**src/rtl/lif_neuron_array_if.sv**
```systemverilog
// Configuration, spike and debug-readout bundle for lif_neuron_array.
// master drives stimulus and configuration; slave is the neuron array.
interface lif_neuron_array_if #(
  parameter int N_NEURONS = 4,
  parameter int V_WIDTH   = 8,
  parameter int W_WIDTH   = 4,
  parameter int R_WIDTH   = 4,
  parameter int C_WIDTH   = 16
);
  localparam int SEL_W = (N_NEURONS > 1) ? $clog2(N_NEURONS) : 1;

  logic                 ena;
  logic [N_NEURONS-1:0] spike_in;
  logic [W_WIDTH-1:0]   weight;
  logic [V_WIDTH-1:0]   leak;
  logic [V_WIDTH-1:0]   threshold;
  logic [R_WIDTH-1:0]   refrac;
  logic                 reset_mode;
  logic [SEL_W-1:0]     v_sel;
  logic [N_NEURONS-1:0] spike_out;
  logic [V_WIDTH-1:0]   v_out;
  logic [C_WIDTH-1:0]   spike_cnt;

  modport master (
    output ena, spike_in, weight, leak, threshold, refrac, reset_mode, v_sel,
    input  spike_out, v_out, spike_cnt
  );

  modport slave (
    input  ena, spike_in, weight, leak, threshold, refrac, reset_mode, v_sel,
    output spike_out, v_out, spike_cnt
  );
endinterface

```
**src/rtl/lif_neuron_array.sv**
```systemverilog
// Array of leaky integrate-and-fire neurons with shared runtime configuration,
// a saturating output-spike counter and a membrane-potential readout mux.
module lif_neuron_array #(
  parameter int N_NEURONS = 4,
  parameter int V_WIDTH   = 8,
  parameter int W_WIDTH   = 4,
  parameter int R_WIDTH   = 4,
  parameter int C_WIDTH   = 16
) (
  input logic              clk,
  input logic              rst_n,
  lif_neuron_array_if.slave bus
);
  localparam int SEL_W = (N_NEURONS > 1) ? $clog2(N_NEURONS) : 1;
  localparam int VS_W  = V_WIDTH + 1;
  localparam int SUM_W = C_WIDTH + 5;
  localparam logic [VS_W-1:0]  V_MAX = {1'b0, {V_WIDTH{1'b1}}};
  localparam logic [SUM_W-1:0] C_MAX = SUM_W'({C_WIDTH{1'b1}});

  function automatic logic [V_WIDTH-1:0] leak_floor(input logic [V_WIDTH-1:0] v,
                                                    input logic [V_WIDTH-1:0] amt);
    return (v >= amt) ? v - amt : '0;
  endfunction

  function automatic logic [V_WIDTH-1:0] clamp_v(input logic [VS_W-1:0] s);
    return (s > V_MAX) ? V_MAX[V_WIDTH-1:0] : s[V_WIDTH-1:0];
  endfunction

  function automatic logic [C_WIDTH-1:0] sat_cnt(input logic [SUM_W-1:0] s);
    return (s > C_MAX) ? C_MAX[C_WIDTH-1:0] : s[C_WIDTH-1:0];
  endfunction

  logic [V_WIDTH-1:0]   v_p0 [N_NEURONS];
  logic [R_WIDTH-1:0]   r_p0 [N_NEURONS];
  logic [N_NEURONS-1:0] spike_p0;
  logic [C_WIDTH-1:0]   cnt_p0;

  logic [V_WIDTH-1:0]   v_nxt [N_NEURONS];
  logic [R_WIDTH-1:0]   r_nxt [N_NEURONS];
  logic [N_NEURONS-1:0] fire_nxt;
  logic [V_WIDTH-1:0]   s_c;
  logic [SUM_W-1:0]     pop_c;
  logic [C_WIDTH-1:0]   cnt_nxt;

  // Stage 0: leak, integrate, clamp, compare for every neuron
  always_comb begin
    pop_c = '0;
    s_c   = '0;
    for (int i = 0; i < N_NEURONS; i++) begin
      v_nxt[i]    = v_p0[i];
      r_nxt[i]    = r_p0[i];
      fire_nxt[i] = 1'b0;
      if (r_p0[i] != '0) begin
        r_nxt[i] = r_p0[i] - R_WIDTH'(1);
      end else begin
        s_c = clamp_v(VS_W'(leak_floor(v_p0[i], bus.leak)) +
                      (bus.spike_in[i] ? VS_W'(bus.weight) : VS_W'(0)));
        if (s_c >= bus.threshold) begin
          fire_nxt[i] = 1'b1;
          r_nxt[i]    = bus.refrac;
          v_nxt[i]    = bus.reset_mode ? s_c - bus.threshold : '0;
        end else begin
          v_nxt[i] = s_c;
        end
      end
      pop_c = pop_c + SUM_W'(fire_nxt[i]);
    end
    cnt_nxt = sat_cnt(SUM_W'(cnt_p0) + pop_c);
  end

  // Stage 0 -> registered state and output spikes
  always_ff @(posedge clk) begin
    if (!rst_n) begin
      for (int i = 0; i < N_NEURONS; i++) begin
        v_p0[i] <= '0;
        r_p0[i] <= '0;
      end
      spike_p0 <= '0;
      cnt_p0   <= '0;
    end else if (bus.ena) begin
      for (int i = 0; i < N_NEURONS; i++) begin
        v_p0[i] <= v_nxt[i];
        r_p0[i] <= r_nxt[i];
      end
      spike_p0 <= fire_nxt;
      cnt_p0   <= cnt_nxt;
    end else begin
      spike_p0 <= '0;
    end
  end

  always_comb begin
    bus.v_out = '0;
    for (int i = 0; i < N_NEURONS; i++) begin
      if (bus.v_sel == SEL_W'(i)) bus.v_out = v_p0[i];
    end
  end

  assign bus.spike_out = spike_p0;
  assign bus.spike_cnt = cnt_p0;
endmodule
```
**src/flat_wrapper.sv**
```systemverilog
// flat-port wrapper written by rule: the top's interface ports become plain ports
module lif_neuron_array_flat 
#(
  parameter int N_NEURONS = 4,
  parameter int V_WIDTH   = 8,
  parameter int W_WIDTH   = 4,
  parameter int R_WIDTH   = 4,
  parameter int C_WIDTH   = 16
)
  (clk, rst_n, bus_ena, bus_spike_in, bus_weight, bus_leak, bus_threshold, bus_refrac, bus_reset_mode, bus_v_sel, bus_spike_out, bus_v_out, bus_spike_cnt);
  lif_neuron_array_if #(.N_NEURONS(N_NEURONS), .V_WIDTH(V_WIDTH), .W_WIDTH(W_WIDTH), .R_WIDTH(R_WIDTH), .C_WIDTH(C_WIDTH)) bus_i ();
  input logic clk;
  input logic rst_n;
  input wire logic [$bits(bus_i.ena)-1:0] bus_ena;
  input wire logic [$bits(bus_i.spike_in)-1:0] bus_spike_in;
  input wire logic [$bits(bus_i.weight)-1:0] bus_weight;
  input wire logic [$bits(bus_i.leak)-1:0] bus_leak;
  input wire logic [$bits(bus_i.threshold)-1:0] bus_threshold;
  input wire logic [$bits(bus_i.refrac)-1:0] bus_refrac;
  input wire logic [$bits(bus_i.reset_mode)-1:0] bus_reset_mode;
  input wire logic [$bits(bus_i.v_sel)-1:0] bus_v_sel;
  output wire logic [$bits(bus_i.spike_out)-1:0] bus_spike_out;
  output wire logic [$bits(bus_i.v_out)-1:0] bus_v_out;
  output wire logic [$bits(bus_i.spike_cnt)-1:0] bus_spike_cnt;
  assign bus_i.ena = bus_ena;
  assign bus_i.spike_in = bus_spike_in;
  assign bus_i.weight = bus_weight;
  assign bus_i.leak = bus_leak;
  assign bus_i.threshold = bus_threshold;
  assign bus_i.refrac = bus_refrac;
  assign bus_i.reset_mode = bus_reset_mode;
  assign bus_i.v_sel = bus_v_sel;
  assign bus_spike_out = bus_i.spike_out;
  assign bus_v_out = bus_i.v_out;
  assign bus_spike_cnt = bus_i.spike_cnt;
  lif_neuron_array #(.N_NEURONS(N_NEURONS), .V_WIDTH(V_WIDTH), .W_WIDTH(W_WIDTH), .R_WIDTH(R_WIDTH), .C_WIDTH(C_WIDTH)) u_core (.clk(clk), .rst_n(rst_n), .bus(bus_i));
endmodule
```
**config.mk**
```make
export PLATFORM = sky130hd
export DESIGN_NAME = lif_neuron_array_flat
export DESIGN_NICKNAME = d
export VERILOG_FILES = /design/src/rtl/lif_neuron_array_if.sv /design/src/rtl/lif_neuron_array.sv /design/src/flat_wrapper.sv
export SDC_FILE = /design/constraint.sdc
export NUM_CORES = 1
export LEC_CHECK = 0
export BUFFER_PORTS_ARGS = -buffer_cell sky130_fd_sc_hd__buf_2
export CAP_MARGIN = 20
export CORE_MARGIN = 1
export CORE_UTILIZATION = 60
export DETAILED_ROUTE_END_ITERATION = 6
export PLACE_DENSITY = 0.8
export SETUP_SLACK_MARGIN = 0.1
export SYNTH_ARGS = -nofsm -noshare
export SYNTH_HDL_FRONTEND = slang
export SYNTH_SLANG_ARGS = --single-unit
```
**constraint.sdc**
```tcl
create_clock -name clk -period 19.56 [get_ports clk]
set_input_delay 3.912 -clock clk [delete_from_list [all_inputs] [get_ports clk]]
set_output_delay 3.912 -clock clk [all_outputs]
set_load 0.03 [all_outputs]
```
==> summary.txt <==
Routing
  – First-pass iteration count of the detailed router: 6
  – Initial DRC count: 777
  – Routed Antenna Nets: 0
  – Vias: just over 7000
  – Avg Vias per Cell: 6.37
  – Per-cell routed wire length: 18.3 um
  – Drt drc: 0
  – Final wirelength: 20700 um

Placed design
  – IO Port Bufs: 61
  – Cells after DPL: around 1100
  – GPL Wtd Cong: roughly 0.96
  – Post-DP HPWL: roughly 17000 um

Power and ir drop
  – Leakage: 3.77 nW
  – P_sw: between 200 and 300 uW
  – Clock network fraction of total power: 21.8%
  – Combinational share of power: around half
  – Power share of the sequential group: about a quarter
  – Max IR drop VDD: between 0.00006 and 0.00007 V
  – Power density over the cells: between 80 and 90 nW/um2
  – Switching share of total power: about two fifths
  – Pint: 429 uW

STA
  – Rel. slew slack: between 40 and 50%
  – Clock Skew: around 0.0034 ns
  – Final min period: about 12 ns
  – Worst-margin pin slew: 0.853 ns
  – RSZ-0062 raised after global routing: false
  – Setup TNS: 0 ns
  – Final setup fails: 0
  – Tcrit/Tclk final: around 59%
  – Fin. max-slew vios: 0
  – Final Hold Violating Endpoints: 0
  – FMAX: about 87 MHz

Clocking
  – CTS clk-pin slew, worst paths: roughly 0.050 ns
  – Post-CTS Setup Repair Bufs: 0
  – Root buf cell: clkbuf_16
  – Clk sink count: 68
  – Clock Tree Buf Depth: 2
  – Hold Buf Count CTS: 0
  – Clock Latency Late Sink: 0.34 ns
  – TritonCTS clock tree: yes
  – CTS HTree Levels: 3
  – CTS buffer count: 9
  – Post-CTS Resized: 0

Cells and area
  – Layout cells sized above 1: 11.9%
  – Layout overhead on the synthesized area: 9.51%
  – # fillers: around 1100
  – # nets final: approximately 1100
  – Layout Cells excl Fill: 1134
  – N_diodes: 0

Global routing
  – Pin count of the biggest net entering global routing: 28
  – Total track usage: 32.1%
  – Grt total ovfl: 0
  – Initial antenna violation count: 0
  – Number of global-route vias before repair: 6576
  – First-pass GRT wire length: roughly 33000 um

Setup path
  – Critical path startpoint: bus_leak[1]
  – Reg2Reg Setup Slack: roughly 11 ns
  – Crit path required time: 19.84 ns
  – Critical path fanouts, max: 16
  – Arrival time at the worst endpoint: between 10 and 15 ns
  – Path depth of the worst reg2reg path: 33
  – Worst path max stage delay: between 0.5 and 0.6 ns
  – Startpoint types: primary input
  – Most used cell along the critical path: fa_1
  – CP Capture Type: flip-flop
  – RR Startpoint: u_core.v_p0[2][0]$_SDFFCE_PN0P_
  – Critical R2R Capture: u_core.bus.spike_cnt[13]$_SDFFE_PN0P_
  – Setup CP Type: primary input to flip-flop
  – Critical Path End: u_core.bus.spike_cnt[13]$_SDFFE_PN0P_
  – CP max-delay cell: fa_1

Synthesis
  – EDFF count, synth: 48
  – Mapped Nets: roughly 1000
  – Mapped Area: 7800 um2
  – Post-synth top flop: edfxtp_1
  – Yosys reg bits: roughly 70
  – Yosys warnings: 0
  – Synth top area share: around 18%
  – Cell with the most instances after synthesis: ha_1
  – Async SR Flop Fraction: 0%
  – Post-Syn Instances: ~900
  – Synth area leaders: edfxtp_1 18%, ha_1 14%, dfxtp_1 5.1%
  – Area leader, netlist: edfxtp_1
  – Sequential element share of the synthesized area: roughly a quarter
  – Synth cell types: approximately 80
  – Synth cell count leaders: 89 x ha_1, 85 x nor2_1, 59 x inv_1, 59 x o21ai_0, 55 x a21oi_1
  – Syn_area_per_cell: roughly 8.6 um2

Run status
  – Outcome: complete, no violations

Floorplan
  – Die area: between 10000 and 15000 um2
  – Site row count: just over 40
  – Die Y: 116 um
  – Core Area: around 13000 um2
  – Starting Density: between 60% and 70%
  – Boundary Pins: 62
  – Die Wd: 116 um

Run
  – Max Cap Viol: 0

Hold path
  – HP Class: flip-flop to flip-flop
## sequential cells by signal, summed over array words and instances, names as in the netlist
signal	cells
u_core.v_p0	32
u_core.bus.spike_cnt	16
u_core.r_p0	16
u_core.bus.spike_out	4
## worst min-delay path by stage
stage,from,end,depth (start not counted)
CTS,u_core.bus.spike_cnt[12]$_SDFFE_PN0P_,u_core.bus.spike_cnt[12]$_SDFFE_PN0P_,1
global route,u_core.bus.spike_cnt[12]$_SDFFE_PN0P_,u_core.bus.spike_cnt[12]$_SDFFE_PN0P_,1
floorplan,u_core.bus.spike_cnt[12]$_SDFFE_PN0P_,u_core.bus.spike_cnt[12]$_SDFFE_PN0P_,1
global placement,u_core.bus.spike_cnt[12]$_SDFFE_PN0P_,u_core.bus.spike_cnt[12]$_SDFFE_PN0P_,1
finish,u_core.bus.spike_cnt[12]$_SDFFE_PN0P_,u_core.bus.spike_cnt[12]$_SDFFE_PN0P_,1
detailed placement,u_core.bus.spike_cnt[12]$_SDFFE_PN0P_,u_core.bus.spike_cnt[12]$_SDFFE_PN0P_,1
## routing by layer
metal	share of wire, %	GRT usage [%]	vias to the layer above
met5	0	0	-
met4	3.8	16.5	0
met3	7.3	6.17	61
met2	44	48.4	308
met1	45	43.8	3344
li1	-	-	3513
## layout make-up
class                   instances  area [um2]  share of cell area [%]
flip-flops and latches         68        1840                    21.6
repair buffers                 66         338                    3.95
inverters                      59         221                    2.59
well taps                     172         215                    2.52
multi-input cells             753        5630                    65.9
clock buffers                  16         293                    3.43
## metrics by stage
stage | power [mW] | instance area [um2] | hold WS, ns | utilization [%] | setup WS (ns)
5_1_grt | 0.771 | 8540 | 0.530 | 67.4 | 7.33
2_1_floorplan | 0.475 | 7800 | 0.589 | - | 8.94
3_5_place_dp | 0.556 | 8230 | 0.472 | 64.9 | 7.79
4_1_cts | 0.717 | 8520 | 0.481 | 67.3 | 8.09
3_3_place_gp | 0.552 | 8220 | 0.477 | 64.9 | 8.01
6_report | 0.725 | 8540 | 0.481 | 67.4 | 8.01
## power groups by stage
| stage | Combinational (mW) | Clock [mW] | Sequential (mW) |
|---|---|---|---|
| final | 0.376 | 0.158 | 0.191 |
| after CTS | 0.368 | 0.159 | 0.190 |
| after floorplan | 0.289 | 0 | 0.186 |
| after global placement | 0.359 | 0 | 0.193 |
| after global routing | 0.414 | 0.165 | 0.192 |
| after detailed placement | 0.363 | 0 | 0.193 |
## cells in the final DEF, fill, tap and decap left out, types with 24 or more instances in the layout
cell type and instances:
buf_2 63, nand2_1 45, ha_1 89, inv_1 59
o21ai_0 59, a21o_1 24, edfxtp_1 48, nor3_1 26
nor2_1 85, nand2b_1 30, nor2b_1 31, a21oi_1 55
## critical path, delay by kind of cell
| family | cells | cell delay (ns) |
|---|---|---|
| AO/OA/AOI/OAI | 10 | 2.50 |
| adder cells (fa/ha/maj) | 7 | 2.51 |
| buffers and inverters | 4 | 0.43 |
| AND/OR/NAND/NOR | 11 | 2.47 |
## cell families after synthesis
kind of cell | Yosys count | synth area share [%]
AOI/OAI and AO/OA | 282 | 25.0
and+or+nand+nor | 318 | 22.1
DFF | 68 | 23.6
adders and majority gates | 103 | 17.9
xor gates and xnor gates | 32 | 3.59
muxes | 18 | 3.66
buffers and inverters | 83 | 4.17
Note: power is estimated with default switching activity, not from simulation.
